--- config.mk ---
export PLATFORM = sky130hd
export DESIGN_NAME = hazard_ctrl_sb
export DESIGN_NICKNAME = d
export VERILOG_FILES = /design/src/rtl/hazard_ctrl_sb.sv
export SDC_FILE = /design/constraint.sdc
export NUM_CORES = 1
export LEC_CHECK = 0
export BUFFER_PORTS_ARGS = -buffer_cell sky130_fd_sc_hd__buf_2
export CORE_MARGIN = 3
export CORE_UTILIZATION = 60
export DETAILED_ROUTE_END_ITERATION = 6
export GPL_ROUTABILITY_DRIVEN = 0
export PLACE_DENSITY_LB_ADDON = 0.1
export SLEW_MARGIN = 20
export SYNTH_ARGS = -nofsm -noshare
export SYNTH_HDL_FRONTEND = slang
export SYNTH_SLANG_ARGS = --single-unit
export TNS_END_PERCENT = 30
--- constraint.sdc ---
create_clock -name clk -period 4.7 [get_ports clk]
set_input_delay 0.235 -clock clk [delete_from_list [all_inputs] [get_ports clk]]
set_output_delay 0.235 -clock clk [all_outputs]
set_load 0.01 [all_outputs]
--- src/rtl/hazard_ctrl_sb.sv ---
// -----------------------------------------------------------------------------
// hazard_ctrl_sb
//
// Hazard controller for a 5-stage RISC-V pipeline:
//   - E-stage operand forwarding (M has priority over W) for NSRC source ports
//   - load-use stall detection
//   - taken-branch flush (overrides any stall)
//   - register scoreboard for a long-latency unit whose results retire
//     out of order through W
//
// Ports:
//   clk, rst          clock (rising edge), asynchronous active-low reset
//   RS_D, RD_D, LongD decode-stage sources / destination / long-op flag
//   RS_E, RD_E        execute-stage sources / destination
//   RegWriteE, LoadE  E writes a register / E is a load
//   PCSrcE            taken branch or jump resolved in E
//   LongIssueE        long op leaves E this cycle (destination RD_E)
//   RD_M, RegWriteM   memory-stage destination / write enable
//   RD_W, RegWriteW   writeback destination / write enable
//   LongDoneW         long op retires in W this cycle (destination RD_W)
//   ForwardE          per-port forward select: 10 = from M, 01 = from W
//   StallF, StallD    hold PC / hold IF/ID
//   FlushD, FlushE    clear IF/ID / clear ID/EX
//   InFlight          number of long ops outstanding
//   StallCnt          saturating count of cycles with StallD=1
// -----------------------------------------------------------------------------
module hazard_ctrl_sb #(
    parameter int NSRC     = 2,
    parameter int AW       = 5,
    parameter int LONG_MAX = 2,
    parameter int CNT_W    = 16
) (
    input  logic                 clk,
    input  logic                 rst,
    input  logic [NSRC*AW-1:0]   RS_D,
    input  logic [AW-1:0]        RD_D,
    input  logic                 LongD,
    input  logic [NSRC*AW-1:0]   RS_E,
    input  logic [AW-1:0]        RD_E,
    input  logic                 RegWriteE,
    input  logic                 LoadE,
    input  logic                 PCSrcE,
    input  logic                 LongIssueE,
    input  logic [AW-1:0]        RD_M,
    input  logic                 RegWriteM,
    input  logic [AW-1:0]        RD_W,
    input  logic                 RegWriteW,
    input  logic                 LongDoneW,
    output logic [2*NSRC-1:0]    ForwardE,
    output logic                 StallF,
    output logic                 StallD,
    output logic                 FlushD,
    output logic                 FlushE,
    output logic [2:0]           InFlight,
    output logic [CNT_W-1:0]     StallCnt
);

    localparam int         NREG       = 2 ** AW;
    localparam logic [2:0] LONG_MAX_C = 3'(LONG_MAX);

    logic [NREG-1:0]   pend;
    logic [NREG-1:0]   pend_next;
    logic [2:0]        in_flight;
    logic [CNT_W-1:0]  stall_cnt;
    logic [2*NSRC-1:0] fwd;
    logic              lw_stall;
    logic              sb_stall;
    logic              stall;

    // Forwarding and stall detection.
    // NOTE: every variable gets a default at the top of the block so no path
    // leaves it unassigned; otherwise synthesis infers a latch.
    always_comb begin
        fwd      = '0;
        lw_stall = 1'b0;
        sb_stall = 1'b0;
        for (int i = 0; i < NSRC; i++) begin
            if (RegWriteM && RD_M != '0 && RD_M == RS_E[i*AW +: AW])
                fwd[2*i +: 2] = 2'b10;
            else if (RegWriteW && RD_W != '0 && RD_W == RS_E[i*AW +: AW])
                fwd[2*i +: 2] = 2'b01;

            if (LoadE && RegWriteE && RD_E != '0 && RD_E == RS_D[i*AW +: AW])
                lw_stall = 1'b1;

            // Write-through register file: a same-cycle retirement of the
            // pending register already resolves the RAW hazard.
            if (RS_D[i*AW +: AW] != '0 && pend[RS_D[i*AW +: AW]] &&
                !(LongDoneW && RD_W == RS_D[i*AW +: AW]))
                sb_stall = 1'b1;
        end

        // WAW against an outstanding long op, same retirement exception.
        if (LongD && RD_D != '0 && pend[RD_D] && !(LongDoneW && RD_W == RD_D))
            sb_stall = 1'b1;

        // Long unit full, unless a slot frees up this very cycle.
        if (LongD && in_flight == LONG_MAX_C && !LongDoneW)
            sb_stall = 1'b1;

        stall = lw_stall | sb_stall;
    end

    // Next scoreboard: clear on retirement first so a same-register issue
    // in the same cycle wins.
    always_comb begin
        pend_next = pend;
        if (LongDoneW)
            pend_next[RD_W] = 1'b0;
        if (LongIssueE && RD_E != '0)
            pend_next[RD_E] = 1'b1;
        pend_next[0] = 1'b0;
    end

    // Combinational outputs are forced low while reset is held. A taken
    // branch kills the instruction in D, so it overrides any stall.
    assign ForwardE = rst ? fwd : '0;
    assign StallF   = rst & stall & ~PCSrcE;
    assign StallD   = rst & stall & ~PCSrcE;
    assign FlushD   = rst & PCSrcE;
    assign FlushE   = rst & (PCSrcE | stall);
    assign InFlight = in_flight;
    assign StallCnt = stall_cnt;

    // NOTE: sequential state uses non-blocking assignments so every flop
    // samples pre-edge values regardless of statement order.
    // NOTE: the scoreboard is a flop array, not a RAM, so it is cleared by
    // the asynchronous reset; pending results are discarded by the pipeline.
    always_ff @(posedge clk or negedge rst) begin
        if (!rst) begin
            pend      <= '0;
            in_flight <= '0;
            stall_cnt <= '0;
        end else begin
            pend <= pend_next;

            if (LongIssueE && !LongDoneW) begin
                if (in_flight != LONG_MAX_C)
                    in_flight <= in_flight + 3'd1;
            end else if (LongDoneW && !LongIssueE) begin
                // A retirement with nothing outstanding is a protocol error;
                // hold at zero rather than wrap.
                if (in_flight != 3'd0)
                    in_flight <= in_flight - 3'd1;
            end

            if (StallD && stall_cnt != '1)
                stall_cnt <= stall_cnt + CNT_W'(1);
        end
    end

endmodule
==> Word level (Yosys, flattened, before mapping) <==
Index checks and enable logic that the tools add are counted.
{ "word_totals": {"register_bits": 50, "latch_bits": 0, "mem_bits_rw": 0, "rom_bits": 0, "in_bits": 50, "out_inout_bits": 27, "wordCells": 106, "mem_count": 0} }
{ "op_classes": {"n_addsub": 3, "multipliers": 0, "n_div": 0, "magnitude_cmp": 7, "n_eq_ne": 13, "shift": 0, "mux": 27, "bitwise_logic": 10, "n_reduce_logical": 43} }
{ "ops": {"columns": ["operator", "count"], "rows": [
  ["32-bit two-way mux", 2],
  ["5-bit equality test", 9],
  ["32-bit AND", 1],
  ["32-bit inverter", 1],
  ["32-bit bitwise OR", 1],
  ["5-bit by 6-bit < comparator with 1-bit output (second input constant)", 5],
  ["5-bit nonzero test", 6],
  ["1-bit logical AND", 28],
  ["16-bit by 1-bit adder with 16-bit output (second input constant)", 1],
  ["16-bit != test (second input constant)", 1],
  ["1-bit binary-select mux with 5-bit select", 3],
  ["1-bit two-way mux", 13],
  ["3-bit two-way mux", 4],
  ["1-bit demux with 5-bit select", 2],
  ["5-bit by 1-bit >= comparator with 1-bit output (second input constant)", 2],
  ["1-bit logical NOT", 5],
  ["1-bit AND", 4],
  ["2-bit two-way mux", 2],
  ["4-bit two-way mux", 1],
  ["2-bit nonzero test", 2],
  ["3-bit by 1-bit adder with 3-bit output (second input constant)", 1],
  ["3-bit by 2-bit equality test with 1-bit output (second input constant)", 1],
  ["3-bit by 2-bit != test with 1-bit output (second input constant)", 1],
  ["3-bit AND reduction", 1],
  ["5 further kinds", 6]
]} }

==> Logic depth before layout (Yosys ltp) <==
{ "depth": {"ltp_word": 12, "mapped_depth": 10} }

==> Worst setup path after synthesis <==
OpenSTA, ideal clock, no wires.
{ "synth_path": {"path_kind": "input to output", "startpoint": "input RD_D[1]", "endpoint": "output StallF", "arrival_ps": 2189, "t_required_ps": 4465, "setup_slack_ps": 2276, "stages": 9, "n_path_buf": 3, "path_cell_list": "buf_2 mux4_2 mux2_2 o21ai_1 o22ai_1 nor4_4 buf_6 nor2_1 buf_4"} }
{ "synth_between": {"elab_chain_cells": 9, "word_cells_on_any_way": 14} }
{ "synth_lines": {"columns": ["element", "line_no", "source"], "rows": [
  ["start: declaration", "36", "input logic [AW-1:0] RD_D,"],
  ["1-bit binary-select mux with 5-bit select, or another cell as far along", "94", "if (LongD && RD_D != '0 && pend[RD_D] && !(LongDoneW && RD_W == RD_D))"],
  ["1-bit two-way mux (implied by the code) / 1-bit logical AND (equally long branches)", "94", null],
  ["1-bit logical AND / 1-bit logical NOT (equally long branches)", "94", null],
  ["1-bit logical AND (*)", "94", null],
  ["1-bit two-way mux (*)", "94", null],
  ["1-bit two-way mux (*)", "98", "if (LongD && in_flight == LONG_MAX_C && !LongDoneW)"],
  ["1-bit bitwise OR (*)", "101", "stall = lw_stall | sb_stall;"],
  ["1-bit AND (*) (2 in a row)", null, null],
  ["end: declaration", "50", "output logic StallF,"]
]} }
Mark *: on every way between the ends. The rest lies on a longest branch, timed or not. The select of a mux whose other input is x is not followed.

==> Worst setup path after layout <==
{ "layout_path": {"startpoint": "register pend[6]", "endpoint": "output FlushE"} }
{ "layout_between": {"elab_chain_cells": 11, "word_cells_on_any_way": 19} }
{ "layout_lines": {"columns": ["element", "line_no", "source"], "rows": [
  ["start: declaration", "61", "logic [NREG-1:0] pend;"],
  ["start signal: assignment", "135", "pend <= pend_next;"],
  ["1-bit binary-select mux with 5-bit select", "88", "if (RS_D[i*AW +: AW] != '0 && pend[RS_D[i*AW +: AW]] &&"],
  ["1-bit two-way mux (implied by the code)", "88", null],
  ["1-bit logical AND (2 in a row)", "88", null],
  ["1-bit two-way mux (2 in a row)", "88", null],
  ["1-bit two-way mux (*)", "94", null],
  ["1-bit two-way mux (*)", "98", null],
  ["1-bit bitwise OR (*)", "101", null],
  ["1-bit bitwise OR (*)", "121", "assign FlushE = rst & (PCSrcE | stall);"],
  ["1-bit AND (*)", "121", null],
  ["end: declaration", "53", "output logic FlushE,"]
]} }
Marks and branches as above.

==> qor.csv <==
stage,metric,value,unit
yosys,syn_area_per_cell,9.55,sq um
sta,clock.fmax,0.315,GHz
yosys,syn-num-nets,456,
drt,wire_per_inst,19.6,um
critical_path,path_buf_inv,1,
cts,cts.sinks,50,
sta,hold_violations,0,
pwr,ir_drop,311,uV
sta,rsz0062_at_grt,false,
grt,antenna_found_initial,0,
drt,drc,0,
place,hpwl,7670,um
drt,routed_wl,10500,um
critical_path,max_stage_delay,0.80,ns
sta,whs,0.272,ns
grt,track_usage,0.297,
critical_path,worstSetupStartpointType,register,
hold_path,holdPathStages,3,
critical_path,critPathCaptureType,output pin,
yosys,synth_top_area_frac,0.324,
cts,ctsHtreeMaxLevel,2,
hold_path,min_to,pend[3],
sta,worst_pin_slew,0.874,ns
hold_path,min_path_type,in -> reg,
floorplan,dieArea,0.00743,sq mm
critical_path,cp.required,4.47,ns
critical_path,crit_fanout,17,
yosys,netlist_instances,404,
pwr,leakage,1.85,nW
sta,layout_setup_ws,1.52,ns
critical_path,cp.arrival,2.94,ns
cts,root_buffer,clkbuf_8,
hold_path,holdCritStartpoint,RD_E[0],
critical_path,rrSetupSlack,1.79,ns
sta,final_max_slew_viol_count,0,
critical_path,criticalPathCategory,reg -> out,
critical_path,reg2reg_depth,8,
critical_path,crit_family,simple AND/OR/NAND/NOR gates,
sta,relSlewSlack,0.413,
sta,fin_setup_tns,0,ns
critical_path,crit_slowest_cell,nor4_4,
cts,clockBufferDepth,2,
critical_path,reg2reg_to,StallCnt[1],
place,port_buffers,76,
cts,clk_latency,0.31,ns
sta,setup_viol_count_final,0,
cts,cts_tree,built,
cells_and_area,finalNetCount,515,
critical_path,crit_path_frequent_cell,mux2i_1,
cells_and_area,mostFrequentLayoutCells,"76 x buf_2, 68 x o21ai_0, 50 x dfrtp_1",
yosys,synth.distinct_cells,49,
grt,grt_max_degree,48,
floorplan,die_h,86.2,um
floorplan,core_area,0.00606,sq mm
yosys,synth_top_area_cell,dfrtp_1,
yosys,ys_seq_area_frac,0.324,
critical_path,path_cells,mux4_1 -> mux2i_1 -> mux2i_1 -> a21oi_1 -> a31oi_2 -> nor4_4 -> a21boi_0 -> buf_2,
sta,period_share,0.676,
floorplan,io-pin-count,77,
drt,drt_iter0_drc,287,
cts,ctsResizeCount,0,
yosys,syn-cell-area,0.00386,sq mm
yosys,ys_ff_latch,50,
cts,clkTransAtPathRegs,0.08,ns
sta,fin_skew,0.00734,ns
yosys,synthArstFlopShare,1.00,
yosys,ys.flop_type,dfrtp_1,
critical_path,r2r-start,pend[6],
run_status,status,"complete, no violations",
yosys,synth_enable_flop_cells,0,
cells_and_area,n_antenna_cell,0,
sta,period_needed,3.18,ns
floorplan,fp-row-count,28,
cells_and_area,layout_commonest_cell,buf_2,
pwr,p_per_area,329,mW/mm^2
grt,grt_pass1_vias,3415,
grt,grt_overflow,0,
drt,dr.pass1.iters,5,
drt,drtAntennaViolNets,0,
drt,viasPerCell,6.68,
yosys,synthTopCellsByArea,"dfrtp_1 32%, mux4_2 9.9%, xor2_1 9.8%",
job,cap_violations,0,
cells_and_area,drive_gt1_frac,0.244,
floorplan,die_x,86.2,um
place,dp_slack,1.62,ns
cells_and_area,synthToLayoutAreaGrowth,10.6,%
yosys,yosysWarnings,0,
cts,cts_buffers,5,
grt,grt_first_pass_wirelength,17300,um
drt,vias,3592,
floorplan,initial_core_util,0.637,
through the flow:
| stage | area [sq um] | cells | util | power, W |
|---|---|---|---|---|
| floorplan | 3860 | 404 | - | 0.000994 |
| global placement | 4180 | 530 | 0.690 | 0.00114 |
| detailed placement | 4180 | 530 | 0.690 | 0.00116 |
| CTS | 4270 | 538 | 0.705 | 0.00140 |
| global route | 4270 | 538 | 0.705 | 0.00151 |
| finish | 4270 | 538 | 0.705 | 0.00140 |
state kept, by name (all words and copies together) (netlist names):
register,flops
InFlight,3
StallCnt,16
pend,31
worst min-delay path, cell delays in order:
cell	delay [ns]
buf_2	0.17
nand2_1	0.07
o21ai_0	0.06
metal layers:
layer / share of wire / vias to the layer above / GRT usage
met2: 0.46 / 227 / 0.463
li1: - / 1603 / -
met4: 0.031 / 0 / 0.129
met5: 0 / - / 0
met1: 0.41 / 1732 / 0.413
met3: 0.099 / 30 / 0.0494
report_power, final:
group / internal, W / switching (W)
Combinational: 0.000251 / 0.000261
Clock: 0.000100 / 0.000139
Sequential: 0.000527 / 0.000125
Total: 0.000877 / 0.000525
final cells by class:
cell class | instances | area (sq um)
multi-input cells | 325 | 2440
fillers | 508 | 1790
flip-flops and latches | 50 | 1250
repair buffers | 78 | 398
well taps | 75 | 93.8
clock buffers | 5 | 68.8
inverters | 3 | 11.3
clock inverters | 2 | 10.0
worst max-delay path by stage:
stage | end | startpoint | slack, ns | depth (start not counted)
after floorplan | StallF | RD_D[1] | 2.28 | 9
after global placement | StallCnt[1] | RS_D[7] | 1.70 | 9
after detailed placement | StallCnt[1] | RS_D[7] | 1.62 | 9
after CTS | FlushE | pend[6] | 1.51 | 8
after global routing | FlushE | pend[6] | 1.29 | 8
final | FlushE | pend[6] | 1.52 | 8
cells in the mapped netlist (all sizes together), types with 2 or more instances:
| cell | count |
|---|---|
| nor2 | 20 |
| nand2 | 28 |
| nor3b | 3 |
| and3 | 3 |
| o21ai | 69 |
| nor2b | 3 |
| nor3 | 13 |
| and2 | 3 |
| or3b | 3 |
| a31oi | 2 |
| mux2 | 6 |
| a221oi | 2 |
| xor2 | 43 |
| buf | 18 |
| xnor2 | 17 |
| a21oi | 6 |
| nand3b | 10 |
| a2111oi | 2 |
| clkbuf | 8 |
| inv | 3 |
| mux4 | 20 |
| nand3 | 17 |
| mux2i | 10 |
| dfrtp | 50 |
| nand2b | 6 |
| nand4 | 4 |
| or3 | 3 |
| o22ai | 2 |
| or4 | 5 |
| nor4 | 15 |
logic make-up after synthesis:
logic type                 synth area share
AOI/OAI and AO/OA                     0.129
muxes                                 0.163
xor gates and xnor gates              0.136
DFF                                   0.324
and+or+nand+nor                       0.195
buffers and inverters                0.0444
adders and majority gates           0.00843
timing repair:
action	4_1_cts	5_1_grt
setup buffers	0	0
endpoints found under the hold margin	6	0
hold buffers	1	0
No activity file was read; power rests on OpenSTA's default activity.
